`config.mk`:
```
export PLATFORM = sky130hd
export DESIGN_NAME = mem_port_arbiter_flat
export DESIGN_NICKNAME = d
export VERILOG_FILES = /design/src/rtl/mem_port_arbiter_pkg.sv /design/src/rtl/mem_port_arbiter_if.sv /design/src/rtl/mem_arb_wait_timer.sv /design/src/rtl/mem_port_arbiter.sv /design/src/flat_wrapper.sv
export SDC_FILE = /design/constraint.sdc
export NUM_CORES = 1
export LEC_CHECK = 0
export BUFFER_PORTS_ARGS = -buffer_cell sky130_fd_sc_hd__buf_2
export CAP_MARGIN = 20
export CORE_ASPECT_RATIO = 0.9
export CORE_MARGIN = 2
export CORE_UTILIZATION = 46
export CTS_CLUSTER_DIAMETER = 100
export CTS_CLUSTER_SIZE = 10
export DETAILED_ROUTE_END_ITERATION = 16
export PLACE_DENSITY = 0.77
export RECOVER_POWER = 25
export SLEW_MARGIN = 25
export SYNTH_ARGS = -nofsm -noshare
export SYNTH_HDL_FRONTEND = slang
export SYNTH_SLANG_ARGS = --single-unit
```
`constraint.sdc`:
```
create_clock -name clock -period 3.5 [get_ports clock]
set_clock_uncertainty 0.1 [all_clocks]
set_input_delay 0 -clock clock [delete_from_list [all_inputs] [get_ports clock]]
set_output_delay 0 -clock clock [all_outputs]
set_load 0.01 [all_outputs]
```
`src/rtl/mem_port_arbiter_pkg.sv`:
```
// Shared types and constants for the unified memory-port arbiter.
package mem_arb_pkg;

    typedef enum logic [1:0] {
        IDLE   = 2'd0,
        BUS_IF = 2'd1,
        BUS_D  = 2'd2,
        RESP   = 2'd3
    } arb_state_e;

    localparam int         DEF_STARVE_LIMIT = 4;
    localparam int         DEF_TIMEOUT      = 16;
    localparam logic [3:0] FETCH_BE         = 4'b1111;

    // Streak counter width: at least 3 bits, wide enough to hold the limit.
    function automatic int streak_width(input int limit);
        return (limit < 8) ? 3 : $clog2(limit + 1);
    endfunction

endpackage

```
`src/rtl/mem_port_arbiter_if.sv`:
```
// Fetch, data and memory-bus signals of the shared memory port.
// slave: the arbiter. master: the pipeline stages and memory driving it.
interface mem_port_arbiter_if;
    logic        w_if_req;
    logic [31:0] w_if_addr_32;
    logic [31:0] w_if_rdata_32;
    logic        w_if_valid;
    logic        w_if_stall;

    logic        w_mem_req;
    logic        w_mem_write;
    logic [31:0] w_mem_addr_32;
    logic [31:0] w_mem_wdata_32;
    logic [3:0]  w_mem_be_4;
    logic [31:0] w_mem_rdata_32;
    logic        w_mem_done;
    logic        w_mem_stall;

    logic        w_bus_err;
    logic        w_bus_req;
    logic        w_bus_write;
    logic [31:0] w_bus_addr_32;
    logic [31:0] w_bus_wdata_32;
    logic [3:0]  w_bus_be_4;
    logic        w_bus_ack;
    logic [31:0] w_bus_rdata_32;

    modport slave (
        input  w_if_req, w_if_addr_32,
        input  w_mem_req, w_mem_write, w_mem_addr_32, w_mem_wdata_32, w_mem_be_4,
        input  w_bus_ack, w_bus_rdata_32,
        output w_if_rdata_32, w_if_valid, w_if_stall,
        output w_mem_rdata_32, w_mem_done, w_mem_stall,
        output w_bus_err, w_bus_req, w_bus_write, w_bus_addr_32, w_bus_wdata_32, w_bus_be_4
    );

    modport master (
        output w_if_req, w_if_addr_32,
        output w_mem_req, w_mem_write, w_mem_addr_32, w_mem_wdata_32, w_mem_be_4,
        output w_bus_ack, w_bus_rdata_32,
        input  w_if_rdata_32, w_if_valid, w_if_stall,
        input  w_mem_rdata_32, w_mem_done, w_mem_stall,
        input  w_bus_err, w_bus_req, w_bus_write, w_bus_addr_32, w_bus_wdata_32, w_bus_be_4
    );
endinterface

```
`src/rtl/mem_arb_wait_timer.sv`:
```
// Counts bus cycles spent waiting for ack; expired marks the last allowed cycle.
module mem_arb_wait_timer
    import mem_arb_pkg::*;
#(
    parameter int TIMEOUT = DEF_TIMEOUT
) (
    input  logic clock,
    input  logic reset_n,
    input  logic i_clr,
    input  logic i_en,
    output logic o_expired
);
    localparam int CW = $clog2(TIMEOUT);

    logic [CW-1:0] r_cnt;

    // Wait counter: clear wins over enable.
    always_ff @(posedge clock or negedge reset_n) begin
        if (!reset_n)   r_cnt <= '0;
        else if (i_clr) r_cnt <= '0;
        else if (i_en)  r_cnt <= r_cnt + CW'(1);
    end

    assign o_expired = (r_cnt == CW'(TIMEOUT - 1));
endmodule

```
`src/rtl/mem_port_arbiter.sv`:
```
// Sequences fetch and load/store accesses onto one req/ack memory bus.
// Data wins by default; fetch is forced through after STARVE_LIMIT data grants.
module mem_port_arbiter
    import mem_arb_pkg::*;
#(
    parameter int STARVE_LIMIT = DEF_STARVE_LIMIT,
    parameter int TIMEOUT      = DEF_TIMEOUT
) (
    input  logic               clock,
    input  logic               reset_n,
    mem_port_arbiter_if.slave  bus
);
    localparam int            SW    = streak_width(STARVE_LIMIT);
    localparam logic [SW-1:0] LIMIT = SW'(STARVE_LIMIT);

    arb_state_e    r_state;
    logic [SW-1:0] r_streak;
    logic          r_bus_req;
    logic          r_bus_write;
    logic [31:0]   r_bus_addr;
    logic [31:0]   r_bus_wdata;
    logic [3:0]    r_bus_be;
    logic [31:0]   r_if_rdata;
    logic          r_if_valid;
    logic [31:0]   r_mem_rdata;
    logic          r_mem_done;
    logic          r_bus_err;

    logic          w_on_bus;
    logic          w_tmr_clr;
    logic          w_tmr_en;
    logic          w_expired;
    logic          w_pick_if;

    assign w_on_bus  = (r_state == BUS_IF) || (r_state == BUS_D);
    assign w_tmr_clr = (r_state == RESP);
    assign w_tmr_en  = w_on_bus && !bus.w_bus_ack;
    // Fetch goes first when alone, or when it has waited out the data streak.
    assign w_pick_if = bus.w_if_req && (!bus.w_mem_req || (r_streak == LIMIT));

    mem_arb_wait_timer #(.TIMEOUT(TIMEOUT)) u_timer (
        .clock     (clock),
        .reset_n   (reset_n),
        .i_clr     (w_tmr_clr),
        .i_en      (w_tmr_en),
        .o_expired (w_expired)
    );

    // Arbitration FSM with all bus and response outputs registered.
    always_ff @(posedge clock or negedge reset_n) begin
        if (!reset_n) begin
            r_state     <= IDLE;
            r_streak    <= '0;
            r_bus_req   <= 1'b0;
            r_bus_write <= 1'b0;
            r_bus_addr  <= '0;
            r_bus_wdata <= '0;
            r_bus_be    <= '0;
            r_if_rdata  <= '0;
            r_if_valid  <= 1'b0;
            r_mem_rdata <= '0;
            r_mem_done  <= 1'b0;
            r_bus_err   <= 1'b0;
        end else begin
            case (r_state)
                IDLE: begin
                    if (bus.w_mem_req && !w_pick_if) begin
                        r_state     <= BUS_D;
                        r_bus_req   <= 1'b1;
                        r_bus_write <= bus.w_mem_write;
                        r_bus_addr  <= bus.w_mem_addr_32;
                        r_bus_wdata <= bus.w_mem_wdata_32;
                        r_bus_be    <= bus.w_mem_be_4;
                        if (bus.w_if_req && (r_streak != LIMIT))
                            r_streak <= r_streak + SW'(1);
                    end else if (w_pick_if) begin
                        r_state     <= BUS_IF;
                        r_bus_req   <= 1'b1;
                        r_bus_write <= 1'b0;
                        r_bus_addr  <= bus.w_if_addr_32;
                        r_bus_wdata <= '0;
                        r_bus_be    <= FETCH_BE;
                        r_streak    <= '0;
                    end
                end
                BUS_IF: begin
                    if (bus.w_bus_ack) begin
                        r_state    <= RESP;
                        r_bus_req  <= 1'b0;
                        r_if_rdata <= bus.w_bus_rdata_32;
                        r_if_valid <= 1'b1;
                    end else if (w_expired) begin
                        r_state    <= RESP;
                        r_bus_req  <= 1'b0;
                        r_if_rdata <= '0;
                        r_if_valid <= 1'b1;
                        r_bus_err  <= 1'b1;
                    end
                end
                BUS_D: begin
                    if (bus.w_bus_ack) begin
                        r_state    <= RESP;
                        r_bus_req  <= 1'b0;
                        r_mem_done <= 1'b1;
                        if (!r_bus_write)
                            r_mem_rdata <= bus.w_bus_rdata_32;
                    end else if (w_expired) begin
                        r_state     <= RESP;
                        r_bus_req   <= 1'b0;
                        r_mem_rdata <= '0;
                        r_mem_done  <= 1'b1;
                        r_bus_err   <= 1'b1;
                    end
                end
                RESP: begin
                    // Completion pulse lasts exactly this one cycle; no grant here.
                    r_state    <= IDLE;
                    r_if_valid <= 1'b0;
                    r_mem_done <= 1'b0;
                    r_bus_err  <= 1'b0;
                end
                default: r_state <= IDLE;
            endcase
        end
    end

    assign bus.w_bus_req      = r_bus_req;
    assign bus.w_bus_write    = r_bus_write;
    assign bus.w_bus_addr_32  = r_bus_addr;
    assign bus.w_bus_wdata_32 = r_bus_wdata;
    assign bus.w_bus_be_4     = r_bus_be;
    assign bus.w_if_rdata_32  = r_if_rdata;
    assign bus.w_if_valid     = r_if_valid;
    assign bus.w_mem_rdata_32 = r_mem_rdata;
    assign bus.w_mem_done     = r_mem_done;
    assign bus.w_bus_err      = r_bus_err;
    assign bus.w_if_stall     = bus.w_if_req  & ~r_if_valid;
    assign bus.w_mem_stall    = bus.w_mem_req & ~r_mem_done;
endmodule

```
`src/flat_wrapper.sv`:
```
// flat-port wrapper written by rule: the top's interface ports become plain ports
module mem_port_arbiter_flat import mem_arb_pkg::*;
#(
    parameter int STARVE_LIMIT = DEF_STARVE_LIMIT,
    parameter int TIMEOUT      = DEF_TIMEOUT
)
  (clock, reset_n, bus_w_if_req, bus_w_if_addr_32, bus_w_mem_req, bus_w_mem_write, bus_w_mem_addr_32, bus_w_mem_wdata_32, bus_w_mem_be_4, bus_w_bus_ack, bus_w_bus_rdata_32, bus_w_if_rdata_32, bus_w_if_valid, bus_w_if_stall, bus_w_mem_rdata_32, bus_w_mem_done, bus_w_mem_stall, bus_w_bus_err, bus_w_bus_req, bus_w_bus_write, bus_w_bus_addr_32, bus_w_bus_wdata_32, bus_w_bus_be_4);
  mem_port_arbiter_if bus_i ();
  input  logic clock;
  input  logic reset_n;
  input wire logic [$bits(bus_i.w_if_req)-1:0] bus_w_if_req;
  input wire logic [$bits(bus_i.w_if_addr_32)-1:0] bus_w_if_addr_32;
  input wire logic [$bits(bus_i.w_mem_req)-1:0] bus_w_mem_req;
  input wire logic [$bits(bus_i.w_mem_write)-1:0] bus_w_mem_write;
  input wire logic [$bits(bus_i.w_mem_addr_32)-1:0] bus_w_mem_addr_32;
  input wire logic [$bits(bus_i.w_mem_wdata_32)-1:0] bus_w_mem_wdata_32;
  input wire logic [$bits(bus_i.w_mem_be_4)-1:0] bus_w_mem_be_4;
  input wire logic [$bits(bus_i.w_bus_ack)-1:0] bus_w_bus_ack;
  input wire logic [$bits(bus_i.w_bus_rdata_32)-1:0] bus_w_bus_rdata_32;
  output wire logic [$bits(bus_i.w_if_rdata_32)-1:0] bus_w_if_rdata_32;
  output wire logic [$bits(bus_i.w_if_valid)-1:0] bus_w_if_valid;
  output wire logic [$bits(bus_i.w_if_stall)-1:0] bus_w_if_stall;
  output wire logic [$bits(bus_i.w_mem_rdata_32)-1:0] bus_w_mem_rdata_32;
  output wire logic [$bits(bus_i.w_mem_done)-1:0] bus_w_mem_done;
  output wire logic [$bits(bus_i.w_mem_stall)-1:0] bus_w_mem_stall;
  output wire logic [$bits(bus_i.w_bus_err)-1:0] bus_w_bus_err;
  output wire logic [$bits(bus_i.w_bus_req)-1:0] bus_w_bus_req;
  output wire logic [$bits(bus_i.w_bus_write)-1:0] bus_w_bus_write;
  output wire logic [$bits(bus_i.w_bus_addr_32)-1:0] bus_w_bus_addr_32;
  output wire logic [$bits(bus_i.w_bus_wdata_32)-1:0] bus_w_bus_wdata_32;
  output wire logic [$bits(bus_i.w_bus_be_4)-1:0] bus_w_bus_be_4;
  assign bus_i.w_if_req = bus_w_if_req;
  assign bus_i.w_if_addr_32 = bus_w_if_addr_32;
  assign bus_i.w_mem_req = bus_w_mem_req;
  assign bus_i.w_mem_write = bus_w_mem_write;
  assign bus_i.w_mem_addr_32 = bus_w_mem_addr_32;
  assign bus_i.w_mem_wdata_32 = bus_w_mem_wdata_32;
  assign bus_i.w_mem_be_4 = bus_w_mem_be_4;
  assign bus_i.w_bus_ack = bus_w_bus_ack;
  assign bus_i.w_bus_rdata_32 = bus_w_bus_rdata_32;
  assign bus_w_if_rdata_32 = bus_i.w_if_rdata_32;
  assign bus_w_if_valid = bus_i.w_if_valid;
  assign bus_w_if_stall = bus_i.w_if_stall;
  assign bus_w_mem_rdata_32 = bus_i.w_mem_rdata_32;
  assign bus_w_mem_done = bus_i.w_mem_done;
  assign bus_w_mem_stall = bus_i.w_mem_stall;
  assign bus_w_bus_err = bus_i.w_bus_err;
  assign bus_w_bus_req = bus_i.w_bus_req;
  assign bus_w_bus_write = bus_i.w_bus_write;
  assign bus_w_bus_addr_32 = bus_i.w_bus_addr_32;
  assign bus_w_bus_wdata_32 = bus_i.w_bus_wdata_32;
  assign bus_w_bus_be_4 = bus_i.w_bus_be_4;
  mem_port_arbiter #(.STARVE_LIMIT(STARVE_LIMIT), .TIMEOUT(TIMEOUT)) u_core (.clock(clock), .reset_n(reset_n), .bus(bus_i));
endmodule
```
==> flow_summary.toml <==
[status]
outcome = "complete, but fails checks"
violations = "max-capacitance violations, max-slew violations"

[placement]
io_buffer_count = 276
dpl_cell_area_um2 = 7970
globalplace.congestion = 0.792
placed_cells = 1062
dp_hpwl_um = 12600

[sta]
setup_violations = 0
hold_viol = 0
max_slew.worst_pin.slew_ps = 2220
timing.final.crit_share_pct = 78.9
max_slew_margin_pct = -47.7
tns_ps = 0
period_minus_slack_ps = 2760
slew_violations = 88
clock.fmax_mhz = 362
rsz0062_at_grt = "no"

[synthesis]
synth_cells = 642
ys_ff_latch = 146
seq_area_frac_synth_pct = 55.9
yosys-mux-area-fraction_pct = 0.479
synth_compound_area_share_pct = 20.7
synthDistinctLibCells = 40
synth_xor_area_share_pct = 0.268
yosysWarnings = 0
syn_area_per_cell_um2 = 10.2
synth_edf_count = 0
synth_fa_ha_area_share_pct = 1.53
yosys.area_share.simple_pct = 16.1
syn_area_um2 = 6540
synth_ff_type = "dfrtp_1"
synth_top_family_by_area = "compound AO/OA/AOI/OAI gates"
syn-num-nets = 788
ys_async_sr_fraction_pct = 100

[global_route]
grt_max_degree = 89
grt_antenna_before_repair = 0
grt_pass1_vias = 6901
gr-total-overflow = 0
grt_pass1_wl_um = 34900
grt_usage_pct = 29.5

[worst_setup_path]
cp_slowest_stage_delay_ps = 610
crit_path_end_kind = "flip-flop"
rrSetupSlack_ps = 740
r2r-end = "u_core.bus.w_bus_addr_32[20]"
rr_startpoint = "u_core.r_state[1]"
cp.required_ps = 3750
critPathArrivalTime_ps = 3010
crit_path_start = "u_core.r_state[1]"
crit_chain = "inv_1 > ha_1 > o21a_2 > buf_12 > nand2_1 > o211ai_2 > dlygate4sd3_1"
startpoint_type = "flip-flop"
crit_path_top_delay_cell = "o21a_2"
reg2reg_depth = 7
crit_type = "reg -> reg"
critPathMaxFanout = 37

[floorplanning]
floorplan.initialDensity_pct = 46.8
dieArea_um2 = 15200
io_pins = 277
die_w_um = 130
core_um2 = 14000
rows = 41
die_height_um = 117

[clock_tree]
cts-buffers-inserted = 17
cts_setup_buffers = 0
clk_pin_slew_worst_paths_ps = 60
tritoncts = "yes"
ctsResizeCount = 0
clk_latency_ps = 410
cts_buffer_depth = 2
ctsRootBufferMaster = "clkbuf_16"
clock-sinks = 146
h-tree-depth = 4

[final_layout]
final_area_um2 = 9940
nets = 1169
fillers = 965
multi_input_area_um2 = 2570
final_cell_count_no_fill = 1230
regArea_um2 = 3650
drive_gt1_share_pct = 31.8
syn2layout_area_growth_pct = 52.2

[detailed_routing]
wl_per_cell_um = 18.2
antenna_left = 0
met1_length_um = 8560
wl_um = 22400
route.met2.wl_um = 11100
vias = 6733
route.detailed.drc = 0
drtIter0Drc = 602
routed.top_layer = "met4"
drtPass1Iterations = 5
vias_per_cell = 5.47
route.met3.wl_um = 2080

[min_path]
hp-start = "bus_w_bus_ack"
hold_path_depth = 2
hold_end = "u_core.bus.w_mem_rdata_32[5]"
hp-class = "in -> reg"

[pwr]
p_per_area_nw_per_um2 = 905
power_leakage_nw = 4.88
vdd_drop_max_v = 0.000478

[flow_run]
cap_violations = 1
flip-flops by register name, indices dropped and copies added, names as in the netlist:
register and flops:
u_core.bus.w_bus_addr_32 32, u_core.bus.w_bus_wdata_32 32, u_core.bus.w_if_rdata_32 32, u_core.bus.w_mem_rdata_32 32, u_core.bus.w_bus_be_4 4, u_core.u_timer.r_cnt 4
u_core.r_streak 3, u_core.r_state 2, u_core.bus.w_bus_err 1, u_core.bus.w_bus_req 1, u_core.bus.w_bus_write 1, u_core.bus.w_if_valid 1
u_core.bus.w_mem_done 1
critical path, delay by kind of cell, from the launching register on:
family | cells | cell delay [ps]
simple gates | 1 | 130
fa+ha+maj | 1 | 270
compound gates | 2 | 780
flops | 1 | 400
buf+inv | 3 | 1000
logic make-up after synthesis:
family	after synthesis
AOI/OAI and AO/OA	175
xor gates and xnor gates	2
adders and majority gates	8
buffers and inverters	66
DFF	146
muxes	3
and+or+nand+nor	242
Yosys cell counts (2+ instances only):
library cell  count  area share, %
nand2_1         179             10
dfrtp_1         146             56
a22o_1           64            8.6
o21ai_0          54            4.1
nand4_1          33            3.2
clkbuf_1         27            1.6
o211ai_2         26            5.0
buf_2            20            1.5
nor2_1           11           0.63
a21oi_1           9           0.69
inv_1             9           0.52
ha_1              8            1.5
buf_6             6            1.0
o211ai_1          6           0.69
nand3_1           5           0.38
nor2b_1           5           0.48
o21ai_1           5           0.38
a31oi_1           4           0.38
buf_4             3           0.34
mux2i_1           2           0.31
cell type report:
type,count,area share (%)
Antenna cell,1,0.0252
Clock buffer,18,4.32
Clock inverter,14,2.25
Sequential cell,146,36.7
Timing Repair Buffer,419,28.1
Tap cell,193,2.43
Multi-Input combinational cell,430,25.8
Inverter,9,0.340
worst max path at each step:
stage	end	slack, ps	cells past startpoint
floorplan	u_core.r_state[0]	1750	5
global placement	u_core.bus.w_if_rdata_32[19]	1330	4
detailed placement	u_core.bus.w_bus_wdata_32[13]	1320	3
CTS	u_core.bus.w_bus_addr_32[29]	810	7
global route	u_core.bus.w_bus_addr_32[31]	580	7
finish	u_core.bus.w_bus_addr_32[20]	740	7
where the power goes:
group / internal (mW) / switching (mW)
Sequential: 2.51 / 0.543
Combinational: 1.77 / 2.16
Clock: 1.28 / 0.738
Total: 5.56 / 3.44
metal layers:
metal	vias up	GRT usage, %
li1	3018	-
met1	3236	35.4
met2	409	49.2
met3	70	9.27
met4	0	13.3
met5	-	0
cell usage in the layout, fill, tap and decap left out, types with 8 or more instances in the layout:
cell           netlist  routed
clkbuf_16            0      17
a22o_1              64      64
dfrtp_1            146     146
clkbuf_1            27      21
ha_1                 8       8
o211ai_2            26      26
dlygate4sd3_1        0     135
a21oi_1              9       9
nand4_1             33      33
nand2_1            179     177
inv_1                9       9
buf_2               20     255
o21ai_0             54      54
nor2_1              11      11
stage by stage:
step	hold WS [ps]	utilization [%]	power, mW	worst slack (ps)
6_report	56.5	71.3	9.00	740
5_1_grt	71.8	71.2	9.59	577
4_1_cts	56.9	71.4	8.90	815
3_5_place_dp	28.5	57.1	6.42	1320
3_3_place_gp	29.9	57.1	6.34	1330
2_1_floorplan	-396	-	5.08	1750
timing repair:
item,in CTS,in global routing
setup endpoints to repair,0,0
hold buffers,135,0
endpoints found under the hold margin,222,0
Power figures use the tool's default switching activity.
